--- config.mk ---
export PLATFORM = sky130hd
export DESIGN_NAME = systolic_seq_counter_flat
export DESIGN_NICKNAME = d
export VERILOG_FILES = /design/src/rtl/systolic_pkg.sv /design/src/rtl/systolic_seq_counter_if.sv /design/src/rtl/systolic_seq_counter.sv /design/src/flat_wrapper.sv
export SDC_FILE = /design/constraint.sdc
export NUM_CORES = 1
export LEC_CHECK = 0
export CORE_MARGIN = 2
export CORE_UTILIZATION = 51
export CTS_BUF_LIST = sky130_fd_sc_hd__clkbuf_2 sky130_fd_sc_hd__clkbuf_4 sky130_fd_sc_hd__clkbuf_8
export DETAILED_ROUTE_END_ITERATION = 12
export HOLD_SLACK_MARGIN = 0.03
export PLACE_DENSITY = 0.8
export SLEW_MARGIN = 20
export SYNTH_ARGS = -nofsm -noshare
export SYNTH_HDL_FRONTEND = slang
export SYNTH_SLANG_ARGS = --single-unit
--- constraint.sdc ---
create_clock -name clk -period 1.9 [get_ports clk]
set_input_delay 0.38 -clock clk [delete_from_list [all_inputs] [get_ports clk]]
set_output_delay 0.38 -clock clk [all_outputs]
set_load 0.005 [all_outputs]
--- src/rtl/systolic_pkg.sv ---
// Shared definitions for the systolic sequence counter: FSM state encoding and
// the counting-mode constants latched at sequence start.
package systolic_pkg;

   typedef enum logic [1:0] {
      ST_IDLE = 2'd0,
      ST_RUN  = 2'd1,
      ST_HOLD = 2'd2
   } state_t;

   // Reserved mode 3 behaves as ONESHOT.
   typedef enum logic [1:0] {
      MODE_WRAP     = 2'd0,
      MODE_SATURATE = 2'd1,
      MODE_ONESHOT  = 2'd2,
      MODE_RESERVED = 2'd3
   } mode_t;

endpackage

--- src/rtl/systolic_seq_counter_if.sv ---
// Control/status bundle between a sequencer (master) and the systolic counter
// (slave).
interface systolic_seq_counter_if #(
   parameter int WIDTH = 8
);

   logic             start;
   logic             enable;
   logic             clear;
   logic [1:0]       mode;
   logic [WIDTH-1:0] term;
   logic [WIDTH-1:0] count;
   logic             busy;
   logic             tc;
   logic             done;
   logic             load_win;

   modport master (
      output start, enable, clear, mode, term,
      input  count, busy, tc, done, load_win
   );

   modport slave (
      input  start, enable, clear, mode, term,
      output count, busy, tc, done, load_win
   );

endinterface

--- src/rtl/systolic_seq_counter.sv ---
// Sequence counter for a systolic array: counts 0..term with wrap, saturate or
// one-shot completion, and flags the first ARRAY_N counts as the operand-load window.
module systolic_seq_counter
   import systolic_pkg::*;
#(
   parameter int WIDTH   = 8,
   parameter int ARRAY_N = 4
) (
   input  logic                  clk,
   input  logic                  rst,
   systolic_seq_counter_if.slave bus
);

   localparam logic [WIDTH-1:0] ARRAY_N_W = WIDTH'(ARRAY_N);
   localparam logic [WIDTH-1:0] ONE_W     = {{(WIDTH-1){1'b0}}, 1'b1};
   localparam logic [WIDTH-1:0] ZERO_W    = {WIDTH{1'b0}};

   state_t           r_state;
   mode_t            r_mode;
   logic [WIDTH-1:0] r_term;
   logic [WIDTH-1:0] r_count;
   logic             r_busy;
   logic             r_done;

   logic             w_at_term;
   logic             w_tc;
   logic             w_load_win;

   // Terminal-count and load-window decode; both are forced low while in reset.
   always_comb begin
      w_at_term  = (r_count == r_term);
      w_tc       = rst & (r_state == ST_RUN) & bus.enable & w_at_term;
      w_load_win = rst & r_busy & (r_count < ARRAY_N_W);
   end

   // Sequencer FSM with registered count, busy and done.
   always_ff @(posedge clk) begin
      if (!rst) begin
         r_state <= ST_IDLE;
         r_mode  <= MODE_WRAP;
         r_term  <= ZERO_W;
         r_count <= ZERO_W;
         r_busy  <= 1'b0;
         r_done  <= 1'b0;
      end else if (bus.clear) begin
         r_state <= ST_IDLE;
         r_count <= ZERO_W;
         r_busy  <= 1'b0;
         r_done  <= 1'b0;
      end else begin
         r_done <= 1'b0;
         case (r_state)
            ST_IDLE, ST_HOLD: begin
               if (bus.start) begin
                  r_mode  <= mode_t'(bus.mode);
                  r_term  <= bus.term;
                  r_count <= ZERO_W;
                  r_state <= ST_RUN;
                  r_busy  <= 1'b1;
               end
            end
            ST_RUN: begin
               if (w_tc) begin
                  case (r_mode)
                     MODE_WRAP: begin
                        r_count <= ZERO_W;
                     end
                     MODE_SATURATE: begin
                        r_state <= ST_HOLD;
                        r_busy  <= 1'b0;
                        r_done  <= 1'b1;
                     end
                     default: begin
                        r_state <= ST_IDLE;
                        r_busy  <= 1'b0;
                        r_done  <= 1'b1;
                     end
                  endcase
               end else if (bus.enable) begin
                  r_count <= r_count + ONE_W;
               end
            end
            default: begin
               r_state <= ST_IDLE;
               r_count <= ZERO_W;
               r_busy  <= 1'b0;
            end
         endcase
      end
   end

   assign bus.count    = r_count;
   assign bus.busy     = r_busy;
   assign bus.done     = r_done;
   assign bus.tc       = w_tc;
   assign bus.load_win = w_load_win;

endmodule
--- src/flat_wrapper.sv ---
// flat-port wrapper written by rule: the top's interface ports become plain ports
module systolic_seq_counter_flat import systolic_pkg::*;
#(
   parameter int WIDTH   = 8,
   parameter int ARRAY_N = 4
)
  (clk, rst, bus_start, bus_enable, bus_clear, bus_mode, bus_term, bus_count, bus_busy, bus_tc, bus_done, bus_load_win);
  systolic_seq_counter_if #(.WIDTH(WIDTH)) bus_i ();
  input  logic clk;
  input  logic rst;
  input wire logic [$bits(bus_i.start)-1:0] bus_start;
  input wire logic [$bits(bus_i.enable)-1:0] bus_enable;
  input wire logic [$bits(bus_i.clear)-1:0] bus_clear;
  input wire logic [$bits(bus_i.mode)-1:0] bus_mode;
  input wire logic [$bits(bus_i.term)-1:0] bus_term;
  output wire logic [$bits(bus_i.count)-1:0] bus_count;
  output wire logic [$bits(bus_i.busy)-1:0] bus_busy;
  output wire logic [$bits(bus_i.tc)-1:0] bus_tc;
  output wire logic [$bits(bus_i.done)-1:0] bus_done;
  output wire logic [$bits(bus_i.load_win)-1:0] bus_load_win;
  assign bus_i.start = bus_start;
  assign bus_i.enable = bus_enable;
  assign bus_i.clear = bus_clear;
  assign bus_i.mode = bus_mode;
  assign bus_i.term = bus_term;
  assign bus_count = bus_i.count;
  assign bus_busy = bus_i.busy;
  assign bus_tc = bus_i.tc;
  assign bus_done = bus_i.done;
  assign bus_load_win = bus_i.load_win;
  systolic_seq_counter #(.WIDTH(WIDTH), .ARRAY_N(ARRAY_N)) u_core (.clk(clk), .rst(rst), .bus(bus_i));
endmodule
After elaboration in Yosys (flattened, before gate mapping)
Cells that the tools add are included.
{"block": "word_totals", "output_inout_bits": 12, "ff_bits": 22, "word_cells": 48}
{"block": "classes", "order_cmp": 1, "n_reduce_logical": 8, "muxes": 14, "bitwise_logic": 9, "add_sub_neg": 1, "n_eq_ne": 9}
{"cell": "2-to-1 mux 8 bit", "count": 4}
{"cell": "one-hot mux 8 bit (2 select lines)", "count": 1}
{"cell": "AND reduction 3 bit", "count": 3}
{"cell": "adder 8 x 1 -> 8 bit, second input constant", "count": 1}
{"cell": "equality test 8 bit", "count": 1}
{"cell": "< comparator 8 x 3 -> 1 bit, second input constant", "count": 1}
{"cell": "one-hot mux 2 bit (2 select lines)", "count": 2}
{"cell": "!= test 2 bit, second input constant", "count": 3}
{"cell": "!= test 3 bit, second input constant", "count": 2}
{"cell": "bitwise AND 1 bit", "count": 5}
{"cell": "equality test 2 x 1 -> 1 bit, second input constant", "count": 2}
{"cell": "logical NOT 2 bit", "count": 2}
{"cell": "2-to-1 mux 1 bit", "count": 4}
{"cell": "2-to-1 mux 2 bit", "count": 2}
{"cell": "inverter 1 bit", "count": 4}
{"cell": "OR reduction 2 bit", "count": 2}
{"cell": "OR reduction 4 bit", "count": 1}
{"cell": "equality test 2 bit, second input constant", "count": 1}
{"cell": "one-hot mux 1 bit (2 select lines)", "count": 1}

Depth between registers and ports, before layout
Gate-level depths: netlist (run 1).
{"block": "depth", "word_depth": 6, "ltp_mapped": 7, "mapped_depth_nobuf": 6}

Worst setup path after synthesis (run 1)
OpenSTA, ideal clock, no wires.
{"block": "synth_timing", "kind": "reg-to-reg", "from": "reg u_core.r_count[4], in the netlist u_core.bus.count[4]", "to": "reg u_core.r_count[7], in the netlist u_core.bus.count[7]", "period_less_slack_ps": 1549, "t_required_ps": 1775, "arrival_ps": 1425, "path_stages_with_launch": 7, "setup_ps": 125, "n_path_buf": 1, "path_slack_ps": 351, "cell_sequence": "dfxtp_1 > buf_2 > xnor2_1 > nor4bb_2 > a31oi_2 > a211oi_1 > o22ai_1"}
{"block": "synth_via", "elab_chain_cells": 4}
{"item": "start, declared", "line_no": "systolic_seq_counter.sv:21", "rtl": "logic [WIDTH-1:0] r_count;"}
{"item": "start signal, assigned", "line_no": "systolic_seq_counter.sv:80", "rtl": "r_count <= r_count + ONE_W;"}
{"item": "adder 8 x 1 -> 8 bit or equality test 8 bit (tied branches)", "line_no": "systolic_seq_counter.sv:80, systolic_seq_counter.sv:31"}
{"item": "2-to-1 mux 8 bit or bitwise AND 1 bit (tied branches)", "line_no": "systolic_seq_counter.sv:79, systolic_seq_counter.sv:32"}
{"item": "2-to-1 mux 8 bit or != test 3 bit (tied branches)"}
{"item": "one-hot mux 8 bit (2 select lines) or AND reduction 3 bit (tied branches)"}
Parallel ways exist; a longest one is shown, timed or not. The select of a mux whose other input is x is not followed.
A chain may end at the register's enable or synchronous reset.

Final worst setup path (run 1)
{"block": "layout_timing", "from": "reg u_core.r_state[1]", "to": "out bus_tc"}
{"block": "layout_via", "elab_chain_cells": 4}
{"item": "start, declared", "line_no": "systolic_seq_counter.sv:18", "rtl": "state_t r_state;"}
{"item": "start signal, assigned", "line_no": "systolic_seq_counter.sv:39", "rtl": "r_state <= ST_IDLE;"}
{"item": "start signal, assigned", "line_no": "systolic_seq_counter.sv:46", "rtl": "r_state <= ST_IDLE;"}
{"item": "start signal, assigned", "line_no": "systolic_seq_counter.sv:58", "rtl": "r_state <= ST_RUN;"}
{"item": "equality test 2 x 1 -> 1 bit", "line_no": "systolic_seq_counter.sv:32", "rtl": "w_tc = rst & (r_state == ST_RUN) & bus.enable & w_at_term;"}
{"item": "bitwise AND 1 bit (3 in a row)", "line_no": "systolic_seq_counter.sv:32"}
{"item": "end, declared", "line_no": "flat_wrapper.sv:18", "rtl": "output wire logic [$bits(bus_i.tc)-1:0] bus_tc;"}
Every way passes these cells.

==> results of run 1 <==
[layout by cell type, fill, tap and decap left out, drive strengths merged, types with 2 or more instances in the layout]
master,instances
o21ai,6
xnor2,3
clkdlybuf4s50,22
nor2,12
buf,28
dfxtp,22
o22ai,3
xor2,5
clkbuf,3
nand2,11
dlygate4sd2,3
a21oi,2
and4b,2
nand2b,2
nor2b,12
nor3,2
a31oi,6
mux2i,10
and2,2
nand4,2
nand3,9
or2,2
[power by group]
part	total (mW)	leakage (nW)	internal [mW]	switching, mW
Clock	0.372	0.0279	0.213	0.159
Combinational	0.169	0.475	0.0910	0.0784
Sequential	0.485	0.181	0.473	0.0123
Total	1.03	0.684	0.777	0.250
[layout make-up]
cell class | instances | area [um^2]
multi-input cells | 105 | 752
repair buffers | 53 | 462
fillers | 150 | 460
flip-flops and latches | 22 | 447
well taps | 28 | 35.0
clock inverters | 1 | 30.0
clock buffers | 3 | 22.5
inverters | 1 | 3.75
[worst max-delay path by stage]
stage,end,depth (start not counted)
2_1_floorplan,u_core.bus.count[7],6
3_3_place_gp,bus_load_win,4
3_5_place_dp,bus_load_win,4
4_1_cts,u_core.bus.busy,10
5_1_grt,bus_tc,5
6_report,bus_tc,5
[worst max-delay path: stages (launching register included)]
cell and delay (ns):
sky130_fd_sc_hd__dfxtp_4 0.38, sky130_fd_sc_hd__and4b_1 0.28, sky130_fd_sc_hd__nand4_1 0.17, sky130_fd_sc_hd__buf_4 0.20, sky130_fd_sc_hd__nor2_4 0.06, sky130_fd_sc_hd__buf_2 0.11
[sequential cells by signal, summed over array words and instances, names as in the netlist]
name and count:
u_core.bus.count 8, u_core.r_term 8, u_core.r_mode 2, u_core.r_state 2, u_core.bus.busy 1, u_core.bus.done 1
[synth_stat cells, types with 2 or more instances]
cell,number,area [um^2]
sky130_fd_sc_hd__o21ai_0,6,30.0
sky130_fd_sc_hd__buf_2,3,15.0
sky130_fd_sc_hd__and2_1,2,12.5
sky130_fd_sc_hd__nand4_1,2,12.5
sky130_fd_sc_hd__xor2_1,5,43.8
sky130_fd_sc_hd__mux2i_1,10,100
sky130_fd_sc_hd__xnor2_1,3,26.3
sky130_fd_sc_hd__nor2_1,12,45.0
sky130_fd_sc_hd__nand2_1,11,41.3
sky130_fd_sc_hd__nor2b_1,12,75.1
sky130_fd_sc_hd__dfxtp_1,22,440
sky130_fd_sc_hd__nand3_1,9,45.0
sky130_fd_sc_hd__o22ai_1,3,18.8
sky130_fd_sc_hd__and4b_1,2,20.0
sky130_fd_sc_hd__a31oi_1,5,31.3
sky130_fd_sc_hd__nand2b_1,2,12.5
sky130_fd_sc_hd__a21oi_1,2,10.0
[cell families after synthesis]
kind of cell | Yosys count | synth area share (%)
buffers and inverters | 9 | 4.23
adders and majority gates | 1 | 1.06
xor gates and xnor gates | 8 | 5.93
and+or+nand+nor | 65 | 31.7
AOI/OAI and AO/OA | 21 | 11.3
DFF | 22 | 37.2
muxes | 10 | 8.47
[metal layers]
layer	track usage [%]	share of wire, %	vias up
met4	16.7	6.4	0
met1	32.9	38	600
met3	4.89	8.4	28
met2	51.7	48	80
li1	-	-	580
met5	0	0	-
[what timing repair did]
item,CTS,global route
pin swaps,9,8
gates resized for setup,19,13
cloned,1,0
buffers inserted,6,2
endpoints found under the setup margin,2,12
[stage by stage]
| stage | power (mW) | setup slack (ns) |
|---|---|---|
| after floorplan | 0.570 | 0.351 |
| after global placement | 0.640 | -0.338 |
| after detailed placement | 0.645 | -0.350 |
| after CTS | 1.02 | -0.0531 |
| after global routing | 1.06 | -0.0740 |
| final | 1.03 | 0.00958 |
==> Flow_metrics.wiki, run 1 <==
{| class="wikitable"
! Metric !! Value
|-
| Outcome || finished clean
|-
| Boundary pin count || 27
|-
| Final Max Tran Viols || 0
|-
| # DRC || 0
|-
| Hold Path End || u_core.r_state[1]
|-
| Achievable frequency || 0.529 GHz
|-
| Final-report hold violation count || 0
|-
| Data arrival, critical path || 1.51 ns
|-
| Setup slack of the most critical reg-to-reg path || 0.04 ns
|-
| Unrepaired setup endpoints after global routing || yes
|-
| Core footprint || 0.00221 mm^2
|-
| Hold Crit Start || u_core.r_state[1]
|-
| Number of flops mapped to enable cells by yosys || 0
|-
| TritonCTS clock tree || yes
|-
| First-pass detailed-route iteration total || 4
|-
| Later-pin clock latency in the skew report || 0.32 ns
|-
| Primary FF master, synth || sky130_fd_sc_hd__dfxtp_1
|-
| Total grt overflow || 0
|-
| Synthesized area || 0.00118 mm^2
|-
| YS warnings || 0
|-
| Die Span X || 52.2 um
|-
| Count of port buffers added during placement || 26
|-
| Final non-filler cell total || 213
|-
| Count of mapped cells out of synthesis || 136
|-
| Worst hold margin || 0.509 ns
|-
| Post-route clock period utilization || 99.5%
|-
| Antenna violations before repair || 0
|-
| Layout cell share with drive strength beyond 1 || 27.6%
|-
| Worst setup path class || register to output pin
|-
| Average vias per placed instance || 6.05
|-
| Max H-tree Level || 1
|-
| Pin count of the biggest net entering global routing || 14
|-
| Worst relative slew slack || 71.6%
|-
| Count of nets left with antenna violations after detail routing || 0
|-
| Worst setup EP type || output pin
|-
| Syn-to-layout area delta || 48.1%
|-
| Buffers from clock root to sink, at most || 2
|-
| Data required time at the worst endpoint || 1.52 ns
|-
| Average wire per cell in the routed design || 18.0 um
|-
| Type of the tightest min-delay check || register to register
|-
| FP Rows || 17
|-
| Cell Count Post-Placement || 203
|-
| Clock root buffer || sky130_fd_sc_hd__clkbuf_4
|-
| Antenna cell count || 0
|-
| Leakage power || 0.684 nW
|-
| Reg-to-reg endpoint || u_core.bus.busy
|-
| Register area share after synthesis || 37.2%
|-
| Gr usage total || 29.2%
|-
| Worst voltage drop across the vdd grid || 0.420 mV
|-
| Number of cells traversed by the worst hold path || 2
|-
| Final design area excluding fillers || 0.00175 mm^2
|-
| Slew at the pin closest to its max-slew limit || 0.425 ns
|-
| Vertical extent of the die || 52.2 um
|-
| Net Count, Synth || 152
|-
| Worst Setup SP || u_core.r_state[1]
|-
| Final standard cell utilization of the core || 79.2%
|-
| Register bit count reported by yosys || 22
|-
| Average cell area after synthesis || 8.69 um^2
|-
| Dpl cell area || 0.00159 mm^2
|-
| Clock sink count || 22
|-
| Via count of the first global-routing pass || 1236
|-
| Clock Skew || 0.0123 ns
|-
| Starting utilization of the core area || 53.5%
|-
| DRT iter0 DRCs || 63
|-
| Post-route minimum period || 1.89 ns
|-
| Clock slew seen by the registers of the worst setup and hold paths || 0.14 ns
|-
| Final TNS setup || 0 ns
|-
| Hold buffer count at cts || 0
|-
| Total wire length after detailed routing || 3840 um
|-
| Crit-path max FO || 3
|-
| Placer's final routability congestion estimate || 0.920
|-
| DP Wirelength || 2320 um
|-
| Power per unit of standard cell area || 586 mW/mm^2
|-
| Final-stage net count || 202
|-
| Number of clock buffers inserted by TritonCTS || 3
|-
| Total vias in the final route || 1288
|-
| First-pass GRT wire length || 5730 um
|-
| Worst-case reg-to-reg path depth || 6
|-
| Distinct cell type count after synthesis || 42
|-
| Finish-stage setup viols || 0
|-
| Maximum capacitance violations || 0
|-
| Type of origin of the critical path || register
|-
| Die Outline Area || 0.00272 mm^2
|-
| Post-synthesis async set-or-reset flop share || 0%
|-
| Reg2Reg Launch Point || u_core.r_term[7]
|}
No activity file was read; power rests on OpenSTA's default activity.
==> inputs of run 2 (changes only) <==
--- a/config.mk
+++ b/config.mk
@@ -11,6 +11,7 @@
 export DETAILED_ROUTE_END_ITERATION = 12
 export HOLD_SLACK_MARGIN = 0.03
 export PLACE_DENSITY = 0.8
+export SETUP_SLACK_MARGIN = 0.05
 export SLEW_MARGIN = 20
 export SYNTH_ARGS = -nofsm -noshare
 export SYNTH_HDL_FRONTEND = slang
==> Flow_metrics.wiki, run 2 (same netlist as run 1, synthesis figures left out) <==
{| class="wikitable"
! Metric !! Value
|-
| Outcome || finished with violations (was finished clean)
|-
| Violated checks || negative setup slack
|-
| Setup slack of the most critical reg-to-reg path || 0.03 ns (was 0.04 ns)
|-
| Number of cells traversed by the worst hold path || 2 (unchanged)
|-
| Reg-to-reg endpoint || u_core.bus.count[7] (was u_core.bus.busy)
|-
| DP Wirelength || 2320 um (unchanged)
|-
| Via count of the first global-routing pass || 1236 (unchanged)
|-
| # DRC || 0 (unchanged)
|-
| Most frequent standard cell in the layout excluding fill and tap cells || sky130_fd_sc_hd__buf_4 (unchanged)
|-
| Final-stage net count || 202 (unchanged)
|-
| Clock sink count || 22 (unchanged)
|-
| Antenna cell count || 0 (unchanged)
|-
| Hold buffer count at cts || 0 (unchanged)
|-
| Most frequent cells in the layout || sky130_fd_sc_hd__buf_4 (25), sky130_fd_sc_hd__clkdlybuf4s50_1 (22), sky130_fd_sc_hd__dfxtp_1 (19) (unchanged)
|-
| Die Span X || 52.2 um (unchanged)
|-
| Die Outline Area || 0.00272 mm^2 (unchanged)
|-
| Clock root buffer || sky130_fd_sc_hd__clkbuf_4 (unchanged)
|-
| Buffers from clock root to sink, at most || 2 (unchanged)
|-
| Filler cells || 150 (unchanged)
|-
| Number of clock buffers inserted by TritonCTS || 3 (unchanged)
|-
| Worst setup EP type || output pin (unchanged)
|-
| Placer's final routability congestion estimate || 0.920 (unchanged)
|-
| Hold Path End || u_core.r_state[1] (unchanged)
|-
| Total grt overflow || 0 (unchanged)
|-
| Boundary pin count || 27 (unchanged)
|-
| Vertical extent of the die || 52.2 um (unchanged)
|-
| FP Rows || 17 (unchanged)
|-
| Total wire length after detailed routing || 3830 um (was 3840 um)
|-
| Final-report hold violation count || 0 (unchanged)
|-
| Core footprint || 0.00221 mm^2 (unchanged)
|-
| Slew at the pin closest to its max-slew limit || 0.388 ns (was 0.425 ns)
|-
| Setup slack after layout || -0.00507 ns (was 0.00958 ns)
|-
| Data required time at the worst endpoint || 1.52 ns (about the same)
|-
| Clock Skew || 0.0133 ns (was 0.0123 ns)
|-
| Antenna violations before repair || 0 (unchanged)
|-
| Max H-tree Level || 1 (unchanged)
|-
| Leakage power || 0.684 nW (about the same)
|-
| Reg2Reg Launch Point || u_core.r_term[4] (was u_core.r_term[7])
|-
| Worst Setup SP || u_core.r_term[4] (was u_core.r_state[1])
|-
| Worst relative slew slack || 74.0% (was 71.6%)
|-
| Final Max Tran Viols || 0 (unchanged)
|-
| Gr usage total || 29.2% (unchanged)
|-
| Type of the tightest min-delay check || register to register (unchanged)
|-
| Final non-filler cell total || 213 (unchanged)
|-
| Total vias in the final route || 1281 (was 1288)
|-
| Count of nets left with antenna violations after detail routing || 0 (unchanged)
|-
| Worst voltage drop across the vdd grid || 0.419 mV (was 0.420 mV)
|-
| Syn-to-layout area delta || 48.8% (was 48.1%)
|-
| Count of port buffers added during placement || 26 (unchanged)
|-
| Post-route minimum period || 1.91 ns (was 1.89 ns)
|-
| Hold Crit Start || u_core.r_state[1] (unchanged)
|-
| Later-pin clock latency in the skew report || 0.32 ns (about the same)
|-
| Cell Count Post-Placement || 203 (unchanged)
|-
| Type of origin of the critical path || register (unchanged)
|-
| DRT iter0 DRCs || 58 (was 63)
|-
| Worst setup path class || register to output pin (unchanged)
|-
| Power per unit of standard cell area || 583 mW/mm^2 (was 586 mW/mm^2)
|-
| Achievable frequency || 0.525 GHz (was 0.529 GHz)
|-
| TritonCTS clock tree || yes (unchanged)
|-
| Post-route clock period utilization || 100% (was 99.5%)
|-
| Maximum capacitance violations || 0 (unchanged)
|-
| Finish-stage setup viols || 1 (was 0)
|-
| First-pass detailed-route iteration total || 4 (unchanged)
|-
| Pin count of the biggest net entering global routing || 14 (unchanged)
|-
| Crit-path max FO || 2 (was 3)
|-
| Average wire per cell in the routed design || 18.0 um (about the same)
|-
| Layout cell share with drive strength beyond 1 || 28.6% (was 27.6%)
|-
| Average vias per placed instance || 6.01 (was 6.05)
|-
| Clock slew seen by the registers of the worst setup and hold paths || 0.14 ns (about the same)
|-
| Post-Place Worst Slack || -0.350 ns (unchanged)
|-
| Worst-case reg-to-reg path depth || 7 (was 6)
|-
| Data arrival, critical path || 1.53 ns (was 1.51 ns)
|-
| Starting utilization of the core area || 53.5% (unchanged)
|-
| First-pass GRT wire length || 5730 um (unchanged)
|-
| Unrepaired setup endpoints after global routing || yes (unchanged)
|-
| Tot Pwr || 1.03 mW (about the same)
|}
-- run 2: cell count changes in the layout (fill, tap and decap cells not counted) --
cell                      previous run  this run
sky130_fd_sc_hd__o21ai_0             3         1
sky130_fd_sc_hd__o21ai_2             2         4
-- run 2: worst max-delay path: stages (launching register included) --
cell and delay, ns:
sky130_fd_sc_hd__dfxtp_1 0.47, sky130_fd_sc_hd__xnor2_2 0.17, sky130_fd_sc_hd__nand4_1 0.21, sky130_fd_sc_hd__buf_4 0.20
sky130_fd_sc_hd__nor2_4 0.06, sky130_fd_sc_hd__buf_2 0.11
-- run 2: per-stage QoR --
step	cell area [um^2]	utilization (%)	TNS [ns]	hold WS, ns
floorplan	1180	-	0	0.458
global placement	1590	72.1	-1.40	0.497
detailed placement	1590	72.1	-1.82	0.497
CTS	1730	78.0	-0.365	0.495
global route	1760	79.5	-0.183	0.527
finish	1760	79.5	-0.00507	0.508
-- run 2: power by group --
group | internal (mW) | total, mW | switching (mW)
registers | 0.473 | 0.485 | 0.0123
clock network | 0.213 | 0.371 | 0.157
logic | 0.0910 | 0.170 | 0.0795
total | 0.777 | 1.03 | 0.249
-- run 2: how the worst max path moves through the flow --
| stage | to | slack, ns | cells past startpoint |
|---|---|---|---|
| floorplan | u_core.bus.count[7] | 0.35 | 6 |
| global placement | bus_load_win | -0.34 | 4 |
| detailed placement | bus_load_win | -0.35 | 4 |
| CTS | u_core.bus.busy | -0.05 | 10 |
| global route | bus_tc | -0.07 | 5 |
| finish | bus_tc | -0.005 | 5 |
-- run 2: final cells by class --
| cell class | count | area, um^2 | area share [%] |
|---|---|---|---|
| Clock inverter | 1 | 30.0 | 1.71 |
| Inverter | 1 | 3.75 | 0.213 |
| Multi-Input combinational cell | 105 | 759 | 43.2 |
| Timing Repair Buffer | 53 | 462 | 26.2 |
| Tap cell | 28 | 35.0 | 1.99 |
| Clock buffer | 3 | 22.5 | 1.28 |
| Sequential cell | 22 | 447 | 25.4 |
-- run 2: per-layer routing --
| layer | vias up | share of wire [%] | GRT usage (%) |
|---|---|---|---|
| met5 | - | 0 | 0 |
| met4 | 0 | 6.8 | 16.7 |
| met3 | 25 | 7.9 | 4.89 |
| met2 | 83 | 48 | 51.7 |
| met1 | 592 | 37 | 32.9 |
| li1 | 581 | - | - |
-- run 2: what timing repair did --
item,4_1_cts,5_1_grt
gates resized for setup,19,17
setup buffers,6,2
endpoints found under the setup margin,2,12
gates cloned,1,0
pin swaps,9,13
==> inputs of run 3 (changes only) <==
--- a/config.mk
+++ b/config.mk
@@ -5,6 +5,7 @@
 export SDC_FILE = /design/constraint.sdc
 export NUM_CORES = 1
 export LEC_CHECK = 0
+export CAP_MARGIN = 20
 export CORE_MARGIN = 2
 export CORE_UTILIZATION = 51
 export CTS_BUF_LIST = sky130_fd_sc_hd__clkbuf_2 sky130_fd_sc_hd__clkbuf_4 sky130_fd_sc_hd__clkbuf_8
==> results of run 3 <==
Final layout, timing and power as in run 2 (identical DEF).
